<file path="config.mk">
export PLATFORM = sky130hd
export DESIGN_NAME = pc_gen_flat
export DESIGN_NICKNAME = d
export VERILOG_FILES = /design/src/rtl/pc_gen_pkg.sv /design/src/rtl/pc_gen_if.sv /design/src/rtl/pc_gen_fifo.sv /design/src/rtl/pc_gen.sv /design/src/flat_wrapper.sv
export SDC_FILE = /design/constraint.sdc
export NUM_CORES = 1
export LEC_CHECK = 0
export ABC_CLOCK_PERIOD_IN_PS = 8100
export CELL_PAD_IN_SITES_DETAIL_PLACEMENT = 1
export CELL_PAD_IN_SITES_GLOBAL_PLACEMENT = 1
export CORE_ASPECT_RATIO = 0.9
export CORE_MARGIN = 5
export CORE_UTILIZATION = 50
export DETAILED_ROUTE_END_ITERATION = 12
export PLACE_DENSITY_LB_ADDON = 0.08
export SLEW_MARGIN = 20
export SYNTH_ARGS = -nofsm -noshare
export SYNTH_HDL_FRONTEND = slang
export SYNTH_SLANG_ARGS = --single-unit
</file>
<file path="constraint.sdc">
create_clock -name clk -period 8.1 [get_ports clk]
set_input_delay 1.62 -clock clk [delete_from_list [all_inputs] [get_ports clk]]
set_output_delay 1.62 -clock clk [all_outputs]
set_load 0.01 [all_outputs]
</file>
<file path="src/rtl/pc_gen_pkg.sv">
// pc_gen shared definitions: default widths, reset PC,
// the NOP pushed for a misaligned redirect, and the fetch mode.
package pc_gen_pkg;

    localparam int          DEF_WORD   = 32;
    localparam logic [31:0] DEF_PC_RST = 32'h1C00_0000;
    localparam logic [31:0] INST_NOP   = 32'h0340_0000;
    localparam logic [31:0] PC_STEP    = 32'd4;

    typedef enum logic {
        RUN    = 1'b0,
        FROZEN = 1'b1
    } mode_t;

endpackage

</file>
<file path="src/rtl/pc_gen_if.sv">
// pc_gen front-end bus: fetch request, in-order memory response,
// and the IF/ID delivery handshake.
interface pc_gen_if #(
    parameter int WORD = 32
);
    logic            req_valid;
    logic            req_ready;
    logic [WORD-1:0] req_pc;
    logic            resp_valid;
    logic [31:0]     resp_inst;
    logic            if_valid;
    logic            if_ready;
    logic [WORD-1:0] if_pc;
    logic [31:0]     if_inst;
    logic            if_adef;

    modport master (
        output req_valid, req_pc,
        input  req_ready,
        input  resp_valid, resp_inst,
        output if_valid, if_pc, if_inst, if_adef,
        input  if_ready
    );

    modport slave (
        input  req_valid, req_pc,
        output req_ready,
        output resp_valid, resp_inst,
        input  if_valid, if_pc, if_inst, if_adef,
        output if_ready
    );

endinterface

</file>
<file path="src/rtl/pc_gen_fifo.sv">
// pc_fifo: synchronous FIFO with single-cycle flush and occupancy count.
// Used both for fetched entries and for the shadow PC queue.
module pc_fifo
    import pc_gen_pkg::*;
#(
    parameter  int W     = 32,
    parameter  int DEPTH = 4,
    localparam int AW    = $clog2(DEPTH)
) (
    input  logic          clk,
    input  logic          rst,
    input  logic          push,
    input  logic          pop,
    input  logic          flush,
    input  logic [W-1:0]  din,
    output logic [W-1:0]  dout,
    output logic [AW:0]   count,
    output logic          full,
    output logic          empty
);

    logic [W-1:0]  mem [DEPTH];
    logic [AW-1:0] wr_ptr;
    logic [AW-1:0] rd_ptr;
    logic          do_push;
    logic          do_pop;

    assign empty   = (count == '0);
    assign full    = (count == (AW+1)'(DEPTH));
    assign do_push = push && !full && !flush;
    assign do_pop  = pop && !empty && !flush;
    assign dout    = mem[rd_ptr];

    // Pointers and occupancy; flush empties the queue in one cycle
    always_ff @(posedge clk or posedge rst) begin
        if (rst) begin
            wr_ptr <= '0;
            rd_ptr <= '0;
            count  <= '0;
        end else if (flush) begin
            wr_ptr <= '0;
            rd_ptr <= '0;
            count  <= '0;
        end else begin
            if (do_push) wr_ptr <= wr_ptr + AW'(1);
            if (do_pop)  rd_ptr <= rd_ptr + AW'(1);
            unique case ({do_push, do_pop})
                2'b10:   count <= count + (AW+1)'(1);
                2'b01:   count <= count - (AW+1)'(1);
                default: count <= count;
            endcase
        end
    end

    // Storage write port
    always_ff @(posedge clk) begin
        if (do_push) mem[wr_ptr] <= din;
    end

endmodule

</file>
<file path="src/rtl/pc_gen.sv">
// pc_gen: PC owner, redirect arbiter and credit-limited fetch issuer.
// Optional PC_ALIGN_CHECK_EN traps misaligned redirect targets.
module pc_gen
    import pc_gen_pkg::*;
#(
    parameter int              WORD   = DEF_WORD,
    parameter logic [WORD-1:0] PC_RST = WORD'(DEF_PC_RST),
    parameter int              DEPTH  = 4
) (
    input  logic            clk,
    input  logic            rst,
    input  logic            stall,
    input  logic            exc_valid,
    input  logic [WORD-1:0] exc_target,
    input  logic            br_taken,
    input  logic [WORD-1:0] br_target,
    pc_gen_if.master        bus,
    output logic [WORD-1:0] pc_out
);

    localparam int AW = $clog2(DEPTH);
    localparam int CW = AW + 1;
    localparam int DW = AW + 3;
    localparam int EW = WORD + 33;

    logic [WORD-1:0] pc_q;
    logic [WORD-1:0] target;
    logic [WORD-1:0] tgt_load;
    logic [WORD-1:0] sh_head;
    logic [CW-1:0]   inflight;
    logic [CW-1:0]   fifo_cnt;
    logic [CW-1:0]   sh_cnt_unused;
    logic [DW-1:0]   drop_cnt;
    logic [EW-1:0]   fifo_din;
    logic [EW-1:0]   fifo_dout;
    logic [CW:0]     credit;
    logic            redirect;
    logic            frozen;
    logic            nop_push;
    logic            fire_req;
    logic            resp_live;
    logic            resp_drop;
    logic            pop;
    logic            fifo_empty;
    logic            fifo_full_unused;
    logic            sh_full_unused;
    logic            sh_empty_unused;

    assign redirect  = exc_valid | br_taken;
    assign target    = exc_valid ? exc_target : br_target;
    assign credit    = {1'b0, inflight} + {1'b0, fifo_cnt};

    assign bus.req_valid = !rst && !stall && !redirect && !frozen
                         && (credit < (CW+1)'(DEPTH));
    assign bus.req_pc    = pc_q;
    assign pc_out        = pc_q;

    assign fire_req  = bus.req_valid && bus.req_ready;
    assign resp_live = bus.resp_valid && (drop_cnt == '0) && !redirect;
    assign resp_drop = bus.resp_valid && (drop_cnt != '0) && !redirect;
    assign pop       = !fifo_empty && bus.if_ready && !redirect;

    assign fifo_din = nop_push ? {pc_q, INST_NOP, 1'b1}
                               : {sh_head, bus.resp_inst, 1'b0};

    // Program counter: redirect wins over sequential advance
    always_ff @(posedge clk or posedge rst) begin
        if (rst)           pc_q <= PC_RST;
        else if (redirect) pc_q <= tgt_load;
        else if (fire_req) pc_q <= pc_q + WORD'(PC_STEP);
    end

    // Live requests in flight; on redirect they all become stale drops
    always_ff @(posedge clk or posedge rst) begin
        if (rst) begin
            inflight <= '0;
            drop_cnt <= '0;
        end else if (redirect) begin
            inflight <= '0;
            drop_cnt <= drop_cnt + DW'(inflight) - DW'(bus.resp_valid);
        end else begin
            unique case ({fire_req, resp_live})
                2'b10:   inflight <= inflight + CW'(1);
                2'b01:   inflight <= inflight - CW'(1);
                default: inflight <= inflight;
            endcase
            if (resp_drop) drop_cnt <= drop_cnt - DW'(1);
        end
    end

    pc_fifo #(.W(EW), .DEPTH(DEPTH)) u_fifo (
        .clk   (clk),
        .rst   (rst),
        .push  (resp_live || nop_push),
        .pop   (pop),
        .flush (redirect),
        .din   (fifo_din),
        .dout  (fifo_dout),
        .count (fifo_cnt),
        .full  (fifo_full_unused),
        .empty (fifo_empty)
    );

    pc_fifo #(.W(WORD), .DEPTH(DEPTH)) u_shadow (
        .clk   (clk),
        .rst   (rst),
        .push  (fire_req),
        .pop   (resp_live),
        .flush (redirect),
        .din   (pc_q),
        .dout  (sh_head),
        .count (sh_cnt_unused),
        .full  (sh_full_unused),
        .empty (sh_empty_unused)
    );

    assign bus.if_valid = !fifo_empty;
    assign bus.if_pc    = fifo_empty ? '0 : fifo_dout[EW-1 -: WORD];
    assign bus.if_inst  = fifo_empty ? '0 : fifo_dout[32:1];

`ifdef PC_ALIGN_CHECK_EN
    mode_t state;
    mode_t state_nxt;
    logic  misaligned;
    logic  nop_pend;

    assign misaligned = (target[1:0] != 2'b00);
    assign tgt_load   = target;
    assign nop_push   = frozen && nop_pend && (drop_cnt == '0)
                      && (inflight == '0) && !redirect;
    assign bus.if_adef = fifo_empty ? 1'b0 : fifo_dout[0];

    // Mode register
    always_ff @(posedge clk or posedge rst) begin
        if (rst) state <= RUN;
        else     state <= state_nxt;
    end

    // Mode transitions: only a redirect changes mode
    always_comb begin
        state_nxt = state;
        if (redirect) state_nxt = misaligned ? FROZEN : RUN;
    end

    // Mode decode
    always_comb begin
        frozen = (state == FROZEN);
    end

    // One NOP/adef entry per misaligned redirect, after stale drain
    always_ff @(posedge clk or posedge rst) begin
        if (rst)           nop_pend <= 1'b0;
        else if (redirect) nop_pend <= misaligned;
        else if (nop_push) nop_pend <= 1'b0;
    end
`else
    logic       adef_unused;
    logic [1:0] lowbits_unused;

    assign adef_unused    = fifo_dout[0];
    assign lowbits_unused = target[1:0];
    assign tgt_load       = {target[WORD-1:2], 2'b00};
    assign frozen         = 1'b0;
    assign nop_push       = 1'b0;
    assign bus.if_adef    = 1'b0;
`endif

endmodule

</file>
<file path="src/flat_wrapper.sv">
// flat-port wrapper written by rule: the top's interface ports become plain ports
module pc_gen_flat import pc_gen_pkg::*;
#(
    parameter int              WORD   = DEF_WORD,
    parameter logic [WORD-1:0] PC_RST = WORD'(DEF_PC_RST),
    parameter int              DEPTH  = 4
)
  (clk, rst, stall, exc_valid, exc_target, br_taken, br_target, pc_out, bus_req_valid, bus_req_pc, bus_req_ready, bus_resp_valid, bus_resp_inst, bus_if_valid, bus_if_pc, bus_if_inst, bus_if_adef, bus_if_ready);
  pc_gen_if #(.WORD(WORD)) bus_i ();
  input  logic clk;
  input  logic rst;
  input  logic stall;
  input  logic exc_valid;
  input  logic [WORD-1:0] exc_target;
  input  logic br_taken;
  input  logic [WORD-1:0] br_target;
  output logic [WORD-1:0] pc_out;
  output wire logic [$bits(bus_i.req_valid)-1:0] bus_req_valid;
  output wire logic [$bits(bus_i.req_pc)-1:0] bus_req_pc;
  input wire logic [$bits(bus_i.req_ready)-1:0] bus_req_ready;
  input wire logic [$bits(bus_i.resp_valid)-1:0] bus_resp_valid;
  input wire logic [$bits(bus_i.resp_inst)-1:0] bus_resp_inst;
  output wire logic [$bits(bus_i.if_valid)-1:0] bus_if_valid;
  output wire logic [$bits(bus_i.if_pc)-1:0] bus_if_pc;
  output wire logic [$bits(bus_i.if_inst)-1:0] bus_if_inst;
  output wire logic [$bits(bus_i.if_adef)-1:0] bus_if_adef;
  input wire logic [$bits(bus_i.if_ready)-1:0] bus_if_ready;
  assign bus_req_valid = bus_i.req_valid;
  assign bus_req_pc = bus_i.req_pc;
  assign bus_i.req_ready = bus_req_ready;
  assign bus_i.resp_valid = bus_resp_valid;
  assign bus_i.resp_inst = bus_resp_inst;
  assign bus_if_valid = bus_i.if_valid;
  assign bus_if_pc = bus_i.if_pc;
  assign bus_if_inst = bus_i.if_inst;
  assign bus_if_adef = bus_i.if_adef;
  assign bus_i.if_ready = bus_if_ready;
  pc_gen #(.WORD(WORD), .PC_RST(PC_RST), .DEPTH(DEPTH)) u_core (.clk(clk), .rst(rst), .stall(stall), .exc_valid(exc_valid), .exc_target(exc_target), .br_taken(br_taken), .br_target(br_target), .bus(bus_i), .pc_out(pc_out));
endmodule
</file>
# Yosys cells after proc, flatten, opt, wreduce, memory -nomap -nowiden
# Memory sizes are Yosys's and may differ from the RTL's.
# Cells that the tools add are included.
[word_totals]
ram_bits = 384
register_bits = 54
in_bits = 104
mem_count = 2
[mem_list]
columns = ["name", "words", "width", "read_ports", "rd_clocked_by_memory_dff", "wr", "line_no", "source"]
rows = [
  ["u_core.u_fifo.mem", 4, 64, 1, 0, 1, "pc_gen_fifo.sv:22", "logic [W-1:0] mem [DEPTH];"],
  ["u_core.u_shadow.mem", 4, 32, 1, 0, 1, "pc_gen_fifo.sv:22", ""],
]
[op_classes]
addsub = 15
eq_ne = 8
magnitude_cmp = 1
n_mux = 25
bitwise_logic = 1
n_reduce_logical = 38
[op_table]
columns = ["operator", "count"]
rows = [
  ["two-way mux 32 bit", 5],
  ["adder 32 x 3 -> 32 bit (second input constant)", 1],
  ["logical AND 1 bit", 18],
  ["one-hot mux 3 bit (2 select lines)", 3],
  ["two-way mux 2 bit", 8],
  ["nonzero test 2 bit", 6],
  ["two-way mux 5 bit", 2],
  ["adder 3 x 1 -> 3 bit (second input constant)", 3],
  ["two-way mux 3 bit", 3],
  ["nonzero test 3 bit", 3],
  ["subtractor 3 x 1 -> 3 bit (second input constant)", 3],
  ["adder 2 x 1 -> 2 bit (second input constant)", 4],
  ["logical NOT 1 bit", 7],
  ["== test 2 x 1 -> 1 bit (second input constant)", 3],
  ["== test 2 bit (second input constant)", 3],
  ["== test 3 bit (second input constant)", 2],
  ["logical NOT 3 bit", 2],
  ["adder 5 x 3 -> 5 bit", 1],
  ["logical NOT 5 bit", 1],
  ["nonzero test 5 bit", 1],
  ["subtractor 5 x 1 -> 5 bit", 1],
  ["subtractor 5 x 1 -> 5 bit (second input constant)", 1],
  ["adder 3 x 3 -> 4 bit", 1],
  ["less-than comparator 4 x 3 -> 1 bit (second input constant)", 1],
  ["2 further kinds", 5],
]

# Longest topological paths before layout
[depth]
word_depth = 10
ltp_mapped = 11
ltp_nobuf = 10

# Cells and area by module
# Synthesis repeated with hierarchy kept, for this count alone.
[unflattened]
hier_cells = 1086
hier_area_um2 = 18808.0
[by_module_without_submodules]
columns = ["mod", "area_each_um2", "seq_area_each_um2", "cells_per_inst", "n_inst"]
rows = [
  ["pc_fifo at u_core.u_fifo", 9968.3, 7982.7, 403, 1],
  ["pc_fifo at u_core.u_shadow", 5240.0, 4018.9, 231, 1],
  ["pc_gen", 3599.7, 954.7, 452, 1],
]

# Worst setup path before layout
# No wires, ideal clock.
[synth_timing]
kind = "input-to-reg"
startpoint = "in exc_valid"
endpoint = "mem u_core.u_fifo.mem[0][0] (netlist name), enable pin"
path_stages = 4
required_time_ns = 7.674
n_path_buf = 1
arrival_ns = 4.037
setup_slack_ns = 3.637
setup_time_ns = 0.426
path_cell_list = "buf_2 or3b_1 a211oi_2 and2_1"
[synth_between]
elab_chain_len = 7
[synth_rtl]
columns = ["item", "line_no", "source"]
rows = [
  ["start, declared", "flat_wrapper.sv:13", "input logic exc_valid;"],
  ["OR 1 bit (*)", "pc_gen.sv:49", "assign redirect = exc_valid | br_taken;"],
  ["logical NOT 1 bit (*)", "pc_gen_fifo.sv:30, pc_gen.sv:59", ""],
  ["logical AND 1 bit", "pc_gen.sv:59", "assign resp_live = bus.resp_valid && (drop_cnt == '0) && !redirect;"],
  ["logical AND 1 bit", "pc_gen_fifo.sv:30", "assign do_push = push && !full && !flush;"],
  ["logical AND 1 bit (*)", "pc_gen_fifo.sv:30", ""],
  ["two-way mux 1 bit (*)", "pc_gen_fifo.sv:57", "if (do_push) mem[wr_ptr] <= din;"],
  ["two-way mux 1 bit (implied by the code) (*)", "pc_gen_fifo.sv:57", ""],
  ["end, declared", "pc_gen_fifo.sv:22", ""],
]
# Mark *: on every way between the ends. The rest lies on a longest branch, timed or not.

# Final worst setup path
[layout_timing]
startpoint = "in exc_valid"
endpoint = "out bus_req_valid"
[layout_between]
elab_chain_len = 4
[layout_rtl]
columns = ["item", "line_no", "source"]
rows = [
  ["OR 1 bit", "pc_gen.sv:49", ""],
  ["logical NOT 1 bit", "pc_gen.sv:53", "assign bus.req_valid = !rst && !stall && !redirect && !frozen"],
  ["logical AND 1 bit", "pc_gen.sv:53", ""],
  ["logical AND 1 bit", "pc_gen.sv:54", "&& (credit < (CW+1)'(DEPTH));"],
  ["end, declared", "flat_wrapper.sv:18", "output wire logic [$bits(bus_i.req_valid)-1:0] bus_req_valid;"],
]
# Every way passes these cells.

==> run metrics <==
run status complete, no violations; synthesized area per cell 17.6 sq um; largest net degree at the start of global routing 66; core area 35,000 sq um; Max-Cap Viols 0; hold path depth 1; total gr overflow 0; IO Port Bufs 223; I/O pins 235; Vias per Instance 5.69; die area 39,200 sq um; largest fanout on the critical path 38; Reg clk slew, reported paths 0.05 ns; endpoint class of the critical path output port; antenna violations before repair 0; leak pwr 7.07 nW; CTS tree yes; Post-synth EDFFs 368; post-synthesis cell type count 67; Setup Viol. Count Final 0; min cycle time layout 5.07 ns; commonest cells in the netlist edfxtp_1, mux4_2, and2_1; peak supply drop 153 uV; worst-margin pin slew 1.04 ns; wire per inst 24.6 um; first-pass GRT wire length 66,000 um; hold buffer count at cts 0; Seq. cell area 12,400 sq um; Filler cells 3,144; TritonRoute pass-1 iters 7; Critical Setup Path Class in2out; Worst EP required 6.48 ns; HP Class reg2reg; Starting Density 0.505; Hold Path End u_core.u_shadow.rd_ptr[0]; clock skew 0.0145 ns; fmax 197 MHz; Detailed Place HPWL 26,600 um; Setup crit start kind input port; setup tns final 0 ns; area share of the largest cell type after synthesis 0.626; Final Wtd Congestion 0.756; Post-synth ARST share 0.124; Multi-input gate area 4760 sq um; row count 65; Die Y 188 um; Final Hold Viols 0; Synth Flop Type edfxtp_1; Remaining DRCs 0; sequential area share after synthesis 0.700; Vias 9,747; CTS Sinks 420; Max Root-Sink Buffers 3; synth-to-layout area growth 22.1%; critical path arrival 3.45 ns; flops & latches, synth 420; cell taking the most area after synthesis edfxtp_1; DRT iter0 DRCs 669; Worst R2R Start u_core.drop_cnt[0]; Global Route Usage Sum 0.217; reg2reg end u_core.u_fifo.count[2]; Ys Warns 0; cell with the most instances after synthesis edfxtp_1; min-delay src u_core.u_shadow.rd_ptr[0]; reg-to-reg setup timing slack 4.90 ns; share of cells above drive strength 1 0.171; final setup margin 3.03 ns; Post-CTS Resized 0; Tcrit/Tclk final 0.626; H-tree Lvls 2; vias in the first global route 10,800; Root Buffer clkbuf_16; pwr dens 221 nW/um^2; Power Total 0.00477 W; ant diodes 0; die width 208 um; Syn Inst Count 1,005; Synth area leaders edfxtp_1, mux4_2, dfrtp_1, and2_1, ha_1; total setup buffers inserted after CTS 0; unrepaired setup endpoints after global routing no; R2R depth 10; Cell Area, Synth 17,700 sq um; Final Max Tran Viols 0; Placement Setup Slack 3.02 ns; Slew headroom 0.306; nets@finish 1,340; post-route ant nets 0; DRT Wirelength 42,100 um; Clock Latency Late Sink 0.55 ns; CTS buffer count 43
[how the worst max path moves through the flow]
| stage | start | end | slack, ns |
|---|---|---|---|
| 6_report | exc_valid | bus_req_valid | 3.03 |
| 3_3_place_gp | exc_valid | bus_req_valid | 3.00 |
| 4_1_cts | u_core.u_fifo.rd_ptr[0] | bus_if_pc[23] | 2.92 |
| 2_1_floorplan | exc_valid | u_core.u_fifo.mem[0][0] | 3.64 |
| 3_5_place_dp | exc_valid | bus_req_valid | 3.02 |
| 5_1_grt | u_core.u_fifo.rd_ptr[0] | bus_if_pc[9] | 2.81 |
[where the power goes]
| group | internal, W | total [W] | switching (W) |
|---|---|---|---|
| Sequential | 0.00240 | 0.00247 | 0.0000723 |
| Clock | 0.00111 | 0.00192 | 0.000812 |
| Combinational | 0.000198 | 0.000383 | 0.000184 |
| Total | 0.00371 | 0.00477 | 0.00107 |
[metal layers]
metal	up-vias	wire [um]	GRT usage
li1	4309	-	-
met1	5097	17900	0.297
met2	281	21100	0.370
met3	60	2090	0.0358
met4	0	1040	0.0561
met5	-	0	0
[cells by family (layout without fill, tap and decap cells)]
group,count (synthesis),count (layout),synth area share
DFF,420,420,0.700
AOI/OAI and AO/OA,108,108,0.0410
other,1,7,0.000212
buffers and inverters,111,343,0.0328
adders and majority gates,27,27,0.0208
and+or+nand+nor,213,213,0.0714
xor gates and xnor gates,27,27,0.0134
muxes,98,98,0.121
[sequential cells by signal (all words and copies together), names as in the netlist]
signal / flops
u_core.bus.req_pc: 30
u_core.drop_cnt: 5
u_core.inflight: 3
u_core.u_fifo.count: 3
u_core.u_fifo.mem: 248
u_core.u_fifo.rd_ptr: 2
u_core.u_fifo.wr_ptr: 2
u_core.u_shadow.count: 3
u_core.u_shadow.mem: 120
u_core.u_shadow.rd_ptr: 2
u_core.u_shadow.wr_ptr: 2
[worst max-delay path: stages]
cell and delay [ns]:
clkdlybuf4s50_1 0.40, buf_4 0.27, or2_2 0.34, nor4_1 0.24
clkdlybuf4s50_1 0.59
[cell usage in the layout (no fill, tap or decap), types with 6 or more instances in the layout]
cell type,count
a211oi_1,11
a21oi_1,27
a22oi_1,8
a31oi_1,6
and2_1,67
buf_4,14
clkbuf_16,43
clkbuf_8,7
clkdlybuf4s50_1,223
clkinv_2,12
conb_1,7
dfrtp_1,46
edfxtp_1,368
ha_1,23
inv_1,26
mux2i_1,6
mux4_2,92
nand2_1,29
nand3_1,15
nand4_1,8
nor2_1,25
nor2b_1,11
nor3_1,9
o21ai_0,18
o22ai_1,9
xnor2_1,13
xor2_1,14
[final cells by class]
class,count,area share
Tap cell,469,0.0272
Clock buffer,54,0.0551
Clock inverter,25,0.0101
Sequential cell,420,0.574
Multi-Input combinational cell,480,0.221
Inverter,27,0.00470
Timing Repair Buffer,237,0.108
[metrics by stage]
step	instances	hold WS, ns	utilization	cell area [sq um]
floorplan	1011	0.491	-	17700
global placement	1633	0.454	0.576	20100
detailed placement	1633	0.462	0.576	20100
CTS	1712	0.469	0.616	21600
global route	1712	0.496	0.616	21600
finish	1712	0.466	0.616	21600
(Power assumes the default switching activity.)
